File: src/rtl/obi_one_to_n_demux.sv
// rtl/obi_one_to_n_demux.sv - address-decoded OBI 1-to-N demultiplexer with in-order responses
// Unmapped addresses are answered by an internal error responder one cycle after grant.
package obi_pkg;
  typedef struct packed {
    logic        req;
    logic        we;
    logic [3:0]  be;
    logic [31:0] addr;
    logic [31:0] wdata;
  } obi_req_t;

  typedef struct packed {
    logic        gnt;
    logic        rvalid;
    logic [31:0] rdata;
  } obi_resp_t;
endpackage

module obi_one_to_n_demux
  import obi_pkg::*;
#(
  parameter int unsigned          NSLAVE          = 4,
  parameter int unsigned          MAX_OUTSTANDING = 2,
  parameter logic [NSLAVE*32-1:0] ADDR_BASE       = {32'h3000_0000, 32'h2000_0000,
                                                     32'h1000_0000, 32'h0000_0000},
  parameter logic [NSLAVE*32-1:0] ADDR_MASK       = {NSLAVE{32'hF000_0000}},
  parameter logic [31:0]          ERR_RDATA       = 32'hBADC_AB1E,
  localparam int unsigned         CW              = $clog2(MAX_OUTSTANDING + 1)
) (
  input  logic             clk_i,
  input  logic             rst_i,
  input  obi_req_t         master_req_i,
  output obi_resp_t        master_resp_o,
  output obi_req_t         slave_req_o [NSLAVE],
  input  obi_resp_t        slave_resp_i [NSLAVE],
  output logic             err_unmapped_o,
  output logic [CW-1:0]    outstanding_o
);
  localparam int unsigned   TW      = $clog2(NSLAVE + 1);
  localparam logic [TW-1:0] ERR_IDX = TW'(NSLAVE);

  logic [CW-1:0] cnt_q, cnt_d;
  logic [TW-1:0] cur_tgt_q, cur_tgt_d;
  logic          err_rvalid_q, err_rvalid_d;
  logic [TW-1:0] idx;
  logic          issue, hs, rvalid;
  logic          sel_gnt, sel_rvalid;
  logic [31:0]   sel_rdata;

  // Descending scan so the lowest matching slave wins.
  always_comb begin
    idx = ERR_IDX;
    for (int i = int'(NSLAVE) - 1; i >= 0; i--) begin
      if ((master_req_i.addr & ADDR_MASK[32*i +: 32]) == ADDR_BASE[32*i +: 32]) begin
        idx = TW'(i);
      end
    end
  end

  // Holding the target until the count drains keeps responses in issue order.
  assign issue = master_req_i.req && !rst_i && (cnt_q < CW'(MAX_OUTSTANDING)) &&
                 ((cnt_q == '0) || (idx == cur_tgt_q));

  always_comb begin
    sel_gnt    = 1'b0;
    sel_rvalid = 1'b0;
    sel_rdata  = '0;
    for (int i = 0; i < int'(NSLAVE); i++) begin
      if (idx == TW'(i)) begin
        sel_gnt = slave_resp_i[i].gnt;
      end
      if (cur_tgt_q == TW'(i)) begin
        sel_rvalid = slave_resp_i[i].rvalid;
        sel_rdata  = slave_resp_i[i].rdata;
      end
    end
  end

  assign hs     = issue && ((idx == ERR_IDX) || sel_gnt);
  assign rvalid = !rst_i && ((cur_tgt_q == ERR_IDX) ? err_rvalid_q
                                                    : ((cnt_q != '0) && sel_rvalid));

  always_comb begin
    master_resp_o.gnt    = hs;
    master_resp_o.rvalid = rvalid;
    if (!rvalid) begin
      master_resp_o.rdata = '0;
    end else if (cur_tgt_q == ERR_IDX) begin
      master_resp_o.rdata = ERR_RDATA;
    end else begin
      master_resp_o.rdata = sel_rdata;
    end
  end

  always_comb begin
    for (int i = 0; i < int'(NSLAVE); i++) begin
      slave_req_o[i]     = master_req_i;
      slave_req_o[i].req = issue && (idx == TW'(i));
    end
  end

  always_comb begin
    cnt_d = cnt_q;
    if (hs && !rvalid) begin
      cnt_d = cnt_q + CW'(1);
    end else if (!hs && rvalid) begin
      cnt_d = cnt_q - CW'(1);
    end
  end

  assign cur_tgt_d    = hs ? idx : cur_tgt_q;
  assign err_rvalid_d = hs && (idx == ERR_IDX);

  always_ff @(posedge clk_i) begin
    if (rst_i) begin
      cnt_q        <= '0;
      cur_tgt_q    <= '0;
      err_rvalid_q <= 1'b0;
    end else begin
      cnt_q        <= cnt_d;
      cur_tgt_q    <= cur_tgt_d;
      err_rvalid_q <= err_rvalid_d;
    end
  end

  assign err_unmapped_o = err_rvalid_d;
  assign outstanding_o  = cnt_q;
endmodule

File: config.mk
export PLATFORM = sky130hd
export DESIGN_NAME = obi_one_to_n_demux
export DESIGN_NICKNAME = d
export VERILOG_FILES = /design/src/rtl/obi_one_to_n_demux.sv
export SDC_FILE = /design/constraint.sdc
export NUM_CORES = 1
export LEC_CHECK = 0
export BUFFER_PORTS_ARGS = -buffer_cell sky130_fd_sc_hd__buf_4
export CAP_MARGIN = 15
export CORE_AREA = 10 10 197 199
export CTS_CLUSTER_DIAMETER = 80
export DETAILED_ROUTE_END_ITERATION = 16
export DIE_AREA = 0 0 207 209
export PLACE_DENSITY_LB_ADDON = 0.3
export SYNTH_ARGS = -nofsm -noshare
export SYNTH_HDL_FRONTEND = slang
export SYNTH_SLANG_ARGS = --single-unit
File: constraint.sdc
create_clock -name clk_i -period 2.8 [get_ports clk_i]
set_input_delay 0.28 -clock clk_i [delete_from_list [all_inputs] [get_ports clk_i]]
set_output_delay 0.28 -clock clk_i [all_outputs]
set_load 0.03 [all_outputs]
==> impl_metrics.csv <==
group,metric,value,unit
detailed_routing,num_vias,2660,
clocking,cts_tree,"yes",
clocking,clock_latency,0.23,ns
worst_setup_path,r2r-start,"cur_tgt_q[2]",
clocking,root_buffer,"clkbuf_16",
floorplanning,initial_utilization,10.8,%
pwr,power.density,335,nW/um2
worst_setup_path,crit_slowest_cell,"and2_1",
yosys,syn_nets,695,
pwr,p_switching,585,uW
worst_setup_path,cp_data_arrival_time,2.21,ns
worst_setup_path,required,2.52,ns
pwr,pwr-share-clk,18.5,%
yosys,synth_cell_type_count,38,
detailed_routing,drcViolationCount,0,
floorplanning,pin_count,525,
timing,clock.fmax,401,MHz
clocking,cts.path.max_buffers,2,
timing,slew_headroom,62.0,%
placed_design,dp_hpwl,12600,um
grt,antenna_found_initial,0,
timing,finalSetupViolCount,0,
clocking,clk_pin_slew_worst_paths,0.04,ns
worst_setup_path,setup.worst_path.end,"master_resp_o[31]",
detailed_routing,first_iter_violations,64,
pwr,comb_power_share,70.4,%
floorplanning,die_w,207,um
final_layout,mostFrequentLayoutCells,"buf_4, nor2_1, mux2i_1",
status,status,"completed",
timing,min_period,2.49,ns
floorplanning,dieArea,43300,um2
clocking,cts_buffers,3,
grt,grt_pass1_vias,3038,
detailed_routing,ant_nets,0,
floorplanning,std_cell_rows,69,
pwr,p_leak,1.54,nW
worst_setup_path,critPathMaxStageDelay,0.50,ns
detailed_routing,wl,15000,um
worst_setup_path,path_cells,"buf_12 > and2_1 > o2bb2ai_1 > o2bb2a_1 > nor2_1 > buf_4",
yosys,synth_edf_count,0,
worst_setup_path,cp_max_fo,49,
floorplanning,die_h,209,um
yosys,synth_flop_cell,"dfxtp_1",
timing,skew,0.00333,ns
detailed_routing,dr.pass1.iters,4,
worst_setup_path,endpoint_kind,"output port",
pwr,peakVddDrop,0.187,mV
worst_setup_path,worstSetupPathType,"reg -> out",
placed_design,gp_congestion,0.711,
clocking,post_cts_buffers,0,
placed_design,placed_cell_area,3790,um2
grt,grt_max_degree,50,
timing,worstMarginPinSlew,0.568,ns
hold_path,min_path_cells,2,
pwr,power.share.sequential,11.1,%
detailed_routing,wl_per_cell,17.4,um
pwr,netSwitchingFraction,45.2,%
worst_setup_path,r2r_cells,7,
yosys,syn_inst,486,
clocking,cts.sinks,6,
yosys,synth-seq-area-share,3.16,%
clocking,cts.hold.buffers_added,0,
pwr,p_int,711,uW
final_layout,drive_gt1_share,60.7,%
yosys,syn_area,3800,um2
placed_design,numPortBuffers,199,
flow_run,maxCapViolCount,0,
timing,finalMaxSlewViolations,0,
timing,hold_violations,0,
floorplanning,design.core.area,35100,um2
grt,track_usage,6.37,%
worst_setup_path,crit_start,"cur_tgt_q[0]",
worst_setup_path,timing.rr.end,"outstanding_o[1]",
timing,fin_setup_tns,0,ns
final_layout,fin_area,3860,um2
grt,grt_remaining_overflow,0,
timing,rsz0062_at_grt,"false",
pwr,finalPower,1.30,mW
clocking,ctsResizeCount,0,
clocking,htreeDepth,1,
yosys,synthArstFlopShare,0,%
yosys,yosys_warnings,0,
yosys,ys_ff_latch,6,
timing,timing.final.crit_share,89.0,%
hold_path,hold_path.class,"in -> reg",
worst_setup_path,ff2ff_setup_slack,0.52,ns
detailed_routing,vias_per_cell,3.08,
final_layout,nets,612,
yosys,avgSynthCellArea,7.81,um2
final_layout,diodes,0,
final_layout,areaGrowthSynthToFinish,1.81,%
worst_setup_path,critPathLaunchType,"flop",
grt,grt_pass1_wl,21200,um
final_layout,final_common_cell,"buf_4",
## per-stage QoR
stage          utilization, %  instances  setup slack (ns)  hold WS [ns]
5_1_grt                  11.0        863             0.120         0.306
4_1_cts                  11.0        863             0.207         0.291
6_report                 11.0        863             0.307         0.295
3_3_place_gp             10.8        859             0.462         0.520
3_5_place_dp             10.8        859             0.457         0.527
2_1_floorplan               -        486             0.532         0.349
## power groups by stage
stage | combinational [mW] | clock (mW) | sequential [mW]
detailed placement | 0.935 | 0 | 0.145
global placement | 0.940 | 0 | 0.144
global route | 0.995 | 0.256 | 0.149
floorplan | 1.21 | 0 | 0.146
finish | 0.913 | 0.239 | 0.143
CTS | 0.939 | 0.241 | 0.144
## sequential cells by signal, indices dropped and copies added, names as in the netlist
name	cells
cur_tgt_q	3
outstanding_o	2
err_rvalid_q	1
## worst min path at each step
| stage | from | endpoint | slack, ns |
|---|---|---|---|
| CTS | rst_i | outstanding_o[0] | 0.29 |
| detailed placement | rst_i | outstanding_o[0] | 0.53 |
| floorplan | rst_i | outstanding_o[1] | 0.35 |
| global route | rst_i | outstanding_o[1] | 0.31 |
| finish | rst_i | outstanding_o[0] | 0.29 |
| global placement | rst_i | outstanding_o[1] | 0.52 |
## kinds of logic after synthesis
logic type / count (synthesis) / share of synthesized area (%)
compound gates: 78 / 16.5
simple gates: 60 / 8.44
xor+xnor: 2 / 0.462
mux: 36 / 12.9
flops: 6 / 3.16
fa+ha+maj: 1 / 0.330
buf+inv: 303 / 58.2
## cell usage after synthesis, types with 4 or more instances
master,count,area (um2)
buf_4,282,2120
mux2i_1,24,240
nor2_1,24,90.1
a21oi_1,20,100
a211oi_1,16,120
nor2b_1,16,100
o2bb2a_1,11,110
o2bb2ai_1,11,96.3
a211oi_2,10,125
mux4_2,10,225
clkbuf_1,8,30.0
buf_2,6,30.0
dfxtp_1,6,120
nand2b_1,4,25.0
nor3_1,4,20.0
## critical path, delay by kind of cell (launching register included)
kind                   cells  cell delay [ns]
AO/OA/AOI/OAI              2             0.42
buffers and inverters      2             0.46
flip-flops                 1             0.46
AND/OR/NAND/NOR            2             0.62
## area by class of cell
type	instances	area [um2]
fill	4117	31200
timing repair buffer	211	1600
multi-input combinational	177	1470
tap	461	577
sequential	6	125
clock buffer	4	78.8
inverter	4	15.0
## metal layers
layer / wire length (um) / GRT usage [%] / vias to the layer above
met5: 0 / 0 / -
met4: 676 / 3.27 / 0
met3: 2300 / 4.07 / 76
met2: 7010 / 10.4 / 267
met1: 4990 / 6.13 / 1123
li1: - / - / 1194
(Power assumes the default switching activity.)
